--- src/rtl/fifo_pkg.sv ---
`default_nettype none
// ============================================================================
// Module   : fifo_pkg
// Brief    : Shared types, default sizes and a width helper for fifo_drain_tx
// Revision : 1.0  initial release
// ============================================================================
package fifo_pkg;

   // Serializer states: waiting for data, or shifting a word out
   typedef enum logic [0:0] {
      IDLE  = 1'b0,
      SHIFT = 1'b1
   } state_t;

   localparam int DEPTH_DEF = 4;
   localparam int WIDTH_DEF = 8;
   localparam int DIV_DEF   = 2;

   // Bits needed to index n entries; never below 1 so vectors stay legal
   function automatic int ptr_width(input int n);
      if (n <= 2) return 1;
      return $clog2(n);
   endfunction

endpackage : fifo_pkg
`default_nettype wire

--- src/rtl/byte_fifo.sv ---
`default_nettype none
// ============================================================================
// Module   : byte_fifo
// Brief    : Circular word FIFO with registered full/empty and sticky overflow
// Revision : 1.0  initial release
// ============================================================================
module byte_fifo
   import fifo_pkg::*;
#(
   parameter int DEPTH = DEPTH_DEF,
   parameter int WIDTH = WIDTH_DEF
) (
   input  logic             clock,
   input  logic             reset_n,
   input  logic             i_wr_en,
   input  logic [WIDTH-1:0] i_wr_data,
   input  logic             i_rd_en,
   output logic [WIDTH-1:0] o_rd_data,
   output logic             o_not_full,
   output logic             o_empty,
   output logic             o_overflow
);

   localparam int              c_PW      = ptr_width(DEPTH);
   localparam logic [c_PW:0]   c_FULL    = (c_PW+1)'(DEPTH);
   localparam logic [c_PW:0]   c_CNT_ONE = (c_PW+1)'(1);
   localparam logic [c_PW-1:0] c_PTR_ONE = c_PW'(1);

   logic [WIDTH-1:0] r_mem [DEPTH];
   logic [c_PW-1:0]  r_wr_ptr;
   logic [c_PW-1:0]  r_rd_ptr;
   logic [c_PW:0]    r_count;
   logic [c_PW:0]    w_count_nxt;
   logic             r_not_full;
   logic             r_empty;
   logic             r_overflow;
   logic             w_wr_ok;
   logic             w_rd_ok;

   // Acceptance is judged on the count before the edge, so a write while full
   // is dropped even if a pop frees a slot on the same edge
   assign w_wr_ok = i_wr_en && (r_count != c_FULL);
   assign w_rd_ok = i_rd_en && (r_count != '0);

   assign o_rd_data  = r_mem[r_rd_ptr];
   assign o_not_full = r_not_full;
   assign o_empty    = r_empty;
   assign o_overflow = r_overflow;

   // Occupancy after this edge; a simultaneous write and pop cancel out
   always_comb begin
      w_count_nxt = r_count;
      if (w_wr_ok && !w_rd_ok)
         w_count_nxt = r_count + c_CNT_ONE;
      else if (!w_wr_ok && w_rd_ok)
         w_count_nxt = r_count - c_CNT_ONE;
   end

   // Storage array; stale contents are harmless once the pointers are reset
   always_ff @(posedge clock) begin
      if (w_wr_ok)
         r_mem[r_wr_ptr] <= i_wr_data;
   end

   // Pointers, occupancy and status flags registered from the post-edge count
   always_ff @(posedge clock) begin
      if (!reset_n) begin
         r_wr_ptr   <= '0;
         r_rd_ptr   <= '0;
         r_count    <= '0;
         r_not_full <= 1'b1;
         r_empty    <= 1'b1;
         r_overflow <= 1'b0;
      end else begin
         if (w_wr_ok)
            r_wr_ptr <= r_wr_ptr + c_PTR_ONE;
         if (w_rd_ok)
            r_rd_ptr <= r_rd_ptr + c_PTR_ONE;
         r_count    <= w_count_nxt;
         r_not_full <= (w_count_nxt != c_FULL);
         r_empty    <= (w_count_nxt == '0);
         if (i_wr_en && !w_wr_ok)
            r_overflow <= 1'b1;
      end
   end

endmodule : byte_fifo
`default_nettype wire

--- src/rtl/fifo_drain_tx.sv ---
`default_nettype none
// ============================================================================
// Module   : fifo_drain_tx
// Brief    : Drains a byte FIFO onto a framed MSB-first serial link with a
//            divided bit clock; requests DMA refill whenever there is room
// Revision : 1.0  initial release
// ============================================================================
module fifo_drain_tx
   import fifo_pkg::*;
#(
   parameter int DEPTH = DEPTH_DEF,
   parameter int WIDTH = WIDTH_DEF,
   parameter int DIV   = DIV_DEF
) (
   input  logic             clock,
   input  logic             reset_n,
   input  logic             wr_en,
   input  logic [WIDTH-1:0] wr_data,
   output logic             f0_not_full,
   output logic             f0_empty,
   output logic             drq,
   output logic             overflow,
   output logic             ser_out,
   output logic             ser_clk,
   output logic             ser_frame,
   output logic             busy
);

   localparam int             c_DW       = ptr_width(DIV);
   localparam int             c_BW       = ptr_width(WIDTH);
   localparam logic [c_DW-1:0] c_DIV_LAST = c_DW'(DIV - 1);
   localparam logic [c_DW-1:0] c_DIV_HALF = c_DW'(DIV / 2);
   localparam logic [c_DW-1:0] c_DIV_ONE  = c_DW'(1);
   localparam logic [c_BW-1:0] c_BIT_LAST = c_BW'(WIDTH - 1);
   localparam logic [c_BW-1:0] c_BIT_ONE  = c_BW'(1);

   state_t           r_state;
   state_t           w_state_nxt;
   logic [WIDTH-1:0] r_shift;
   logic [c_BW-1:0]  r_bit_cnt;
   logic [c_DW-1:0]  r_div_cnt;
   logic [WIDTH-1:0] w_fifo_rd_data;
   logic             w_fifo_not_full;
   logic             w_fifo_empty;
   logic             w_fifo_overflow;
   logic             w_div_last;
   logic             w_word_last;
   logic             w_pop;
   logic             w_frame_d;
   logic             w_clk_d;
   logic             w_out_d;

   byte_fifo #(
      .DEPTH (DEPTH),
      .WIDTH (WIDTH)
   ) u_fifo (
      .clock      (clock),
      .reset_n    (reset_n),
      .i_wr_en    (wr_en),
      .i_wr_data  (wr_data),
      .i_rd_en    (w_pop),
      .o_rd_data  (w_fifo_rd_data),
      .o_not_full (w_fifo_not_full),
      .o_empty    (w_fifo_empty),
      .o_overflow (w_fifo_overflow)
   );

   assign f0_not_full = w_fifo_not_full;
   assign f0_empty    = w_fifo_empty;
   assign drq         = w_fifo_not_full;
   assign overflow    = w_fifo_overflow;

   // The registered empty flag reflects the current count, so it gates pops
   assign w_div_last  = (r_div_cnt == c_DIV_LAST);
   assign w_word_last = w_div_last && (r_bit_cnt == c_BIT_LAST);
   assign w_pop       = !w_fifo_empty &&
                        ((r_state == IDLE) || ((r_state == SHIFT) && w_word_last));

   // State register
   always_ff @(posedge clock) begin
      if (!reset_n)
         r_state <= IDLE;
      else
         r_state <= w_state_nxt;
   end

   // Next state: start on data, leave only when a word ends with nothing queued
   always_comb begin
      w_state_nxt = r_state;
      case (r_state)
         IDLE:    if (!w_fifo_empty) w_state_nxt = SHIFT;
         SHIFT:   if (w_word_last && w_fifo_empty) w_state_nxt = IDLE;
         default: w_state_nxt = IDLE;
      endcase
   end

   // Serial output values implied by the current state and counters
   always_comb begin
      w_frame_d = 1'b0;
      w_clk_d   = 1'b0;
      w_out_d   = 1'b0;
      case (r_state)
         SHIFT: begin
            w_frame_d = 1'b1;
            w_clk_d   = (r_div_cnt >= c_DIV_HALF);
            w_out_d   = r_shift[WIDTH-1];
         end
         default: ;
      endcase
   end

   // Shift register and bit/divider counters; a pop reloads and restarts them
   always_ff @(posedge clock) begin
      if (!reset_n) begin
         r_shift   <= '0;
         r_bit_cnt <= '0;
         r_div_cnt <= '0;
      end else if (w_pop) begin
         r_shift   <= w_fifo_rd_data;
         r_bit_cnt <= '0;
         r_div_cnt <= '0;
      end else if (r_state == SHIFT) begin
         if (w_div_last) begin
            r_div_cnt <= '0;
            r_shift   <= {r_shift[WIDTH-2:0], 1'b0};
            r_bit_cnt <= r_bit_cnt + c_BIT_ONE;
         end else begin
            r_div_cnt <= r_div_cnt + c_DIV_ONE;
         end
      end
   end

   // Register every serial output so nothing reaches a pin combinationally
   always_ff @(posedge clock) begin
      if (!reset_n) begin
         ser_frame <= 1'b0;
         ser_clk   <= 1'b0;
         ser_out   <= 1'b0;
         busy      <= 1'b0;
      end else begin
         ser_frame <= w_frame_d;
         ser_clk   <= w_clk_d;
         ser_out   <= w_out_d;
         busy      <= (w_state_nxt != IDLE);
      end
   end

endmodule : fifo_drain_tx
`default_nettype wire

--- config.mk ---
export PLATFORM = sky130hd
export DESIGN_NAME = fifo_drain_tx
export DESIGN_NICKNAME = d
export VERILOG_FILES = /design/src/rtl/fifo_pkg.sv /design/src/rtl/byte_fifo.sv /design/src/rtl/fifo_drain_tx.sv
export SDC_FILE = /design/constraint.sdc
export NUM_CORES = 1
export LEC_CHECK = 0
export ABC_AREA = 1
export CAP_MARGIN = 20
export CORE_ASPECT_RATIO = 1.4
export CORE_MARGIN = 1.5
export CORE_UTILIZATION = 50
export DETAILED_ROUTE_END_ITERATION = 8
export DONT_BUFFER_PORTS = 1
export PLACE_DENSITY = 0.76
export SYNTH_ARGS = -nofsm -noshare
export SYNTH_HDL_FRONTEND = slang
export SYNTH_SLANG_ARGS = --single-unit
--- constraint.sdc ---
create_clock -name clock -period 1.7 [get_ports clock]
set_input_delay 0.17 -clock clock [delete_from_list [all_inputs] [get_ports clock]]
set_output_delay 0.17 -clock clock [all_outputs]
set_load 0.1 [all_outputs]
==> results of run 1 <==
-- cell usage after synthesis, drive strengths merged --
library cell | instances | area (sq um)
a21oi | 28 | 144
edfxtp | 32 | 961
o22ai | 8 | 50.1
o21ai | 26 | 134
nand2 | 36 | 150
inv | 23 | 86.3
nor2 | 28 | 108
dfxtp | 28 | 561
ha | 9 | 113
nand4 | 2 | 18.8
buf | 5 | 33.8
clkbuf | 1 | 3.75
xor2 | 2 | 17.5
xnor2 | 1 | 8.76
nand3 | 6 | 42.5
nor3 | 1 | 5.00
-- what timing repair did --
action | 4_1_cts | 5_1_grt
buffers inserted | 0 | 4
hold buffers | 10 | 0
resized for setup | 1 | 13
setup endpoints to repair | 1 | 3
hold endpoints to repair | 47 | 0
pin swaps | 0 | 5
-- metal layers --
metal,GRT usage (%),vias up,routed length [microns]
met5,0,-,0
met4,12.2,0,146
met3,5.58,12,218
met2,30.2,56,2420
met1,22.1,831,1770
li1,-,872,-
-- flip-flops by register name, summed over array words and instances (netlist names), named ones only --
register and flops:
busy 1, r_bit_cnt 3, r_div_cnt 1, r_shift 8, ser_clk 1, ser_frame 1
ser_out 1, u_fifo.o_empty 1, u_fifo.o_not_full 1, u_fifo.o_overflow 1, u_fifo.r_count 3, u_fifo.r_mem 32
u_fifo.r_rd_ptr 2, u_fifo.r_wr_ptr 2
-- worst max path at each step --
| stage | startpoint | endpoint | slack [ns] |
|---|---|---|---|
| after floorplan | u_fifo.r_count[0]$_SDFF_PN0_ | u_fifo.r_mem[0][0]$_DFFE_PP_ | 0.08 |
| after global placement | r_bit_cnt[0]$_SDFFE_PP0P_ | u_fifo.o_not_full$_SDFF_PN1_ | 0.13 |
| after detailed placement | r_bit_cnt[0]$_SDFFE_PP0P_ | u_fifo.o_not_full$_SDFF_PN1_ | 0.01 |
| after CTS | u_fifo.r_count[0]$_SDFF_PN0_ | u_fifo.o_not_full$_SDFF_PN1_ | 0.06 |
| after global routing | u_fifo.r_count[0]$_SDFF_PN0_ | u_fifo.o_not_full$_SDFF_PN1_ | -0.02 |
| final | u_fifo.r_count[0]$_SDFF_PN0_ | u_fifo.o_not_full$_SDFF_PN1_ | 0.13 |
-- worst max-delay path, stage by stage, from the launching register on --
cell and delay, ns:
dfxtp_2 0.33, inv_1 0.09, ha_2 0.21, nand2_1 0.10, nand2_4 0.12, inv_1 0.08
nand2_4 0.09, nand2_1 0.06, nand2_2 0.08, nand2_1 0.07, a21oi_2 0.16, nand2_1 0.07
-- stage by stage --
stage / power [mW] / area (sq um) / util, %
final: 4.47 / 2950 / 64.1
after global routing: 4.74 / 2950 / 64.1
after CTS: 4.43 / 2870 / 62.3
after detailed placement: 3.20 / 2580 / 55.9
after global placement: 3.16 / 2580 / 55.9
after floorplan: 2.91 / 2440 / -
-- power breakdown --
group | internal (mW) | switching, mW | total (mW)
clock | 0.667 | 0.538 | 1.20
sequential | 1.76 | 0.144 | 1.91
combinational | 0.430 | 0.931 | 1.36
-- cell families after synthesis --
family | Yosys count
XOR/XNOR | 3
AO/OA/AOI/OAI | 62
flip-flops | 60
AND/OR/NAND/NOR | 73
buffers and inverters | 29
adder cells (fa/ha/maj) | 9
-- layout make-up --
| type | count | area share (%) |
|---|---|---|
| timing repair buffer | 27 | 7.72 |
| inverter | 23 | 2.92 |
| sequential | 60 | 51.8 |
| multi-input combinational | 147 | 28.4 |
| tap | 62 | 2.63 |
| clock buffer | 9 | 4.20 |
| clock inverter | 7 | 2.29 |
==> run metrics, run 1 <==
DIE AREA=about 0.0053 sq mm; vias per cell=5.29; Lkg Pwr=between 1 and 1.5 nW; DR WL/cell=13.6 microns; num ports=19; hold depth=2; WHS Endpoint=r_div_cnt$_SDFFE_PP0P_; period utilization=92.3%; Setup Skew=0.00821 ns; post-synthesis mux area share=0%; R2R cell count=11; YS warnings=0; Setup Crit Path Kind=reg -> reg; Post-DP HPWL=2830 microns; hold wc startpoint=reset_n; vias in the first global route=1,663; area of the mapped netlist=between 0.002 and 0.0025 sq mm; clk buf depth=2; Fin Hold WS=about 0.065 ns; Residual DRC=0; placed cells=slightly above 300; layout cells sized above 1=19.4%; simple-gate share of the synthesized area=13.3%; highest clock rate=637 MHz; H-tree depth=3; final hold vios=0; Mapped Cells=236; WP data arrival=1.78 ns; CTS tree=yes; Critical Path End Type=flip-flop; CP max FO=6; Initial DRC Count=approximately 70; Setup WS post-layout=0.131 ns; most common cell after layout, fill and taps aside=edfxtp_1; area of the core=around 0.0046 sq mm; Initial Util=52.9%; crit path time final=~1.6 ns; CTS sink cnt=60; final setup fails=0; Std-Cell Rows=29; initial antenna violation count=0; fill count=358; multi-input logic area=roughly 840 sq um; routability cong.=0.798; final cell count without fillers=335; first-pass GRT wire length=7270 microns; number of diodes=0; max cap viols=0; Mapped Avg Cell Area=between 10 and 15 sq um; Die Width=roughly 62 microns; Routed Antenna Nets=0; CTS clk-pin slew, worst paths=around 0.07 ns; slew of the pin with the lowest slew margin=0.543 ns; Crit Reg-Reg Startpoint=u_fifo.r_count[0]$_SDFF_PN0_; Area growth syn-to-layout=21.2%; setup TNS=0 ns; r2r endpoint=u_fifo.o_not_full$_SDFF_PN1_; post-synthesis adder-cell area fraction=around 4.6%; GR Util All Layers=19.2%; layout net count=288; most frequent cells in the layout=32 x edfxtp_1, 30 x nand2_1, 27 x nor2_1; Netlist cell types=25; GRT overflow=0; Hold Path Class=in -> reg; CTS buffer count=9; Post-Route WL=4550 microns; compound-cell area share of the yosys netlist=13.5%; number of synthesized register bits=60; dpl ws=0.0122 ns; Seq. cell area=around 0.0015 sq mm; Slew HR=64.1%; die height=85.6 microns; Worst VDD drop=~0.9 mV; Seq/Total Area, Yosys=62.5%; reg2reg setup slack=~0.13 ns; CP Launch Type=flip-flop; drt pass-1 iters=4; combinational family with the most area after synthesis=compound AO/OA/AOI/OAI gates; syn nets=256; routed vias=1,771; Post-Synth XOR/XNOR Area=1.08%; Slew Limit Fails=0; status=complete, no violations; IO buf count=0; root buf cell=clkbuf_8; pwr dens=1520 mW/mm^2; worst-skew pair later-pin latency=0.33 ns; largest net degree at the start of global routing=17; Crit path required time=~1.9 ns
(Power assumes the default switching activity.)
==> run 2: changes to the inputs <==
--- a/config.mk
+++ b/config.mk
@@ -10,6 +10,7 @@
 export CORE_ASPECT_RATIO = 1.4
 export CORE_MARGIN = 1.5
 export CORE_UTILIZATION = 50
+export CTS_BUF_LIST = sky130_fd_sc_hd__clkbuf_4 sky130_fd_sc_hd__clkbuf_8
 export DETAILED_ROUTE_END_ITERATION = 8
 export DONT_BUFFER_PORTS = 1
 export PLACE_DENSITY = 0.76
==> results of run 2 <==
Final layout, timing and power as in run 1 (identical DEF).
==> run 3: changes to the inputs <==
--- a/config.mk
+++ b/config.mk
@@ -13,7 +13,7 @@
 export CTS_BUF_LIST = sky130_fd_sc_hd__clkbuf_4 sky130_fd_sc_hd__clkbuf_8
 export DETAILED_ROUTE_END_ITERATION = 8
 export DONT_BUFFER_PORTS = 1
-export PLACE_DENSITY = 0.76
+export PLACE_DENSITY = 0.73
 export SYNTH_ARGS = -nofsm -noshare
 export SYNTH_HDL_FRONTEND = slang
 export SYNTH_SLANG_ARGS = --single-unit
==> constraint.sdc (replaced) <==
create_clock -name clock -period 1.9 [get_ports clock]
set_input_delay 0.19 -clock clock [delete_from_list [all_inputs] [get_ports clock]]
set_output_delay 0.19 -clock clock [all_outputs]
set_load 0.1 [all_outputs]
==> run 3 against run 2 <==
Final area shrank 3.9%. Combinational power shrank 15%. Worst hold slack lost 0.035 ns. Sequential cell count is the same. Sequential share of layout area grew 2.0 points.
==> run metrics, run 3 (synthesis gave the netlist of run 1 again) <==
status=complete, no violations; WP data arrival=1.87 ns (+0.09 ns); DR WL/cell=13.3 microns (-1.9%); initial antenna violation count=0 (unchanged); GRT overflow=0 (unchanged); root buf cell=clkbuf_8; Crit. Startpoint=r_bit_cnt[0]$_SDFFE_PP0P_; crit path time final=1.65 ns (+0.0834 ns); drt pass-1 iters=4 (unchanged); final hold vios=0 (unchanged); post_cts resized=0 (-1); max reg flops=32 (unchanged); area of the core=0.00461 sq mm (unchanged); Post-Route WL=4400 microns (-3.4%); Slew HR=64.0% (about the same); Area growth syn-to-layout=16.4%; highest clock rate=605 MHz (-5.0%); Setup Skew=0.00564 ns (-0.00257 ns); Placed Instance Area=0.00258 sq mm (unchanged); DIE AREA=0.00531 sq mm (unchanged); final setup fails=0 (unchanged); CTS sink cnt=60 (unchanged); Crit path required time=2.12 ns (+0.21 ns); max cap viols=0 (unchanged); clk buf depth=2 (unchanged); largest net degree at the start of global routing=17 (unchanged); slew of the pin with the lowest slew margin=0.544 ns (+0.000528 ns); Crit Reg-Reg Startpoint=r_bit_cnt[0]$_SDFFE_PP0P_; Critical Path End Type=flip-flop; Setup Crit Path Kind=reg -> reg; Worst VDD drop=0.843 mV (-9.0%); Initial Util=52.9% (unchanged); number of diodes=0 (unchanged); Std-Cell Rows=29 (unchanged); layout cells sized above 1=14.6% (-4.9 points); IO buf count=0 (unchanged); CTS clk-pin slew, worst paths=0.07 ns (about the same); Hold Buf Count CTS=9 (-1); vias in the first global route=1,650 (-0.78%); Die Width=62.0 microns (unchanged); GR Util All Layers=19.2% (-0.023 points); largest register by flop count=u_fifo.r_mem; Power Total=3.81 mW (-15%); routability cong.=0.758 (-5.1%); unrepaired setup endpoints after global routing=false; Post-Route Utilization=61.5% (-2.5 points); Largest regs=u_fifo.r_mem: 32 flops, r_shift: 8 flops; H-tree depth=3 (unchanged); reg2reg setup slack=0.25 ns (+0.12 ns); num ports=19 (unchanged); die height=85.6 microns (unchanged); Slew Limit Fails=0 (unchanged); Routed Antenna Nets=0 (unchanged); Post-DP HPWL=2940 microns (+3.8%); R2R cell count=9 (-2); hold wc startpoint=wr_en; Design Area, Final=0.00284 sq mm (-3.9%); pwr dens=1340 mW/mm^2 (-11%); period utilization=87.0% (-5.3 points); Hold Path Class=in -> reg; Residual DRC=0 (unchanged); worst-skew pair later-pin latency=0.33 ns (about the same); CTS buffer count=9 (unchanged); r2r endpoint=u_fifo.o_not_full$_SDFF_PN1_; Initial DRC Count=85 (+23%); setup TNS=0 ns (unchanged); Lkg Pwr=1.10 nW (-4.4%); CP max FO=4 (-2); layout net count=283 (-1.7%); first-pass GRT wire length=7150 microns (-1.6%); most frequent cells in the layout=32 x nand2_1, 32 x edfxtp_1, 27 x nor2_1, 27 x a21oi_1; fill count=393 (+9.8%); vias per cell=5.11 (-3.4%); multi-input logic area=791 sq um (-5.8%); CP Capture Point=u_fifo.o_not_full$_SDFF_PN1_; routed vias=1,685 (-4.9%); Seq. cell area=0.00153 sq mm (-0.25%); # Post-CTS Setup Buffers=0 (unchanged); Fin Hold WS=0.0299 ns (-0.0346 ns); CTS tree=yes; CP Launch Type=flip-flop
## run 3: cell type report
class	count	share of cell area, %
sequential	60	53.8
multi-input combinational	147	27.9
timing repair buffer	22	6.62
clock buffer	9	4.37
inverter	23	3.05
tap	62	2.74
clock inverter	7	1.54
## run 3: report_power, final
group / switching, mW / internal [mW] / total [mW]
clock network: 0.492 / 0.462 / 0.953
logic: 0.816 / 0.347 / 1.16
registers: 0.114 / 1.58 / 1.69
total: 1.42 / 2.38 / 3.81
## run 3: critical path, stage by stage, from the launching register on
cell and delay (ns):
dfxtp_1 0.36, ha_1 0.15, ha_1 0.15, nand2_1 0.08, a21oi_1 0.29, nand4_1 0.14, nand2_1 0.10, nand2_1 0.06
a21oi_2 0.14, nand2_1 0.06
## run 3: worst min path at each step
stage	end	slack, ns	cells past startpoint
final	u_fifo.o_overflow$_SDFFE_PN0P_	0.03	2
after floorplan	u_fifo.r_mem[0][0]$_DFFE_PP_	0.29	0
after detailed placement	u_fifo.o_empty$_SDFF_PN1_	0.27	1
after CTS	u_fifo.o_overflow$_SDFFE_PN0P_	0.01	2
after global routing	u_fifo.o_overflow$_SDFFE_PN0P_	0.02	2
after global placement	u_fifo.o_empty$_SDFF_PN1_	0.26	1
## run 3: stage by stage
step | instances | worst slack (ns)
after floorplan | 236 | 0.279
after global placement | 305 | 0.306
after detailed placement | 305 | 0.263
after CTS | 330 | 0.262
after global routing | 330 | 0.106
final | 330 | 0.247
## run 3: per-layer routing
layer | vias up | wire length [microns] | track usage, %
met5 | - | 0 | 0
li1 | 856 | - | -
met1 | 787 | 1800 | 21.0
met3 | 8 | 197 | 6.94
met2 | 34 | 2290 | 31.2
met4 | 0 | 119 | 10.4
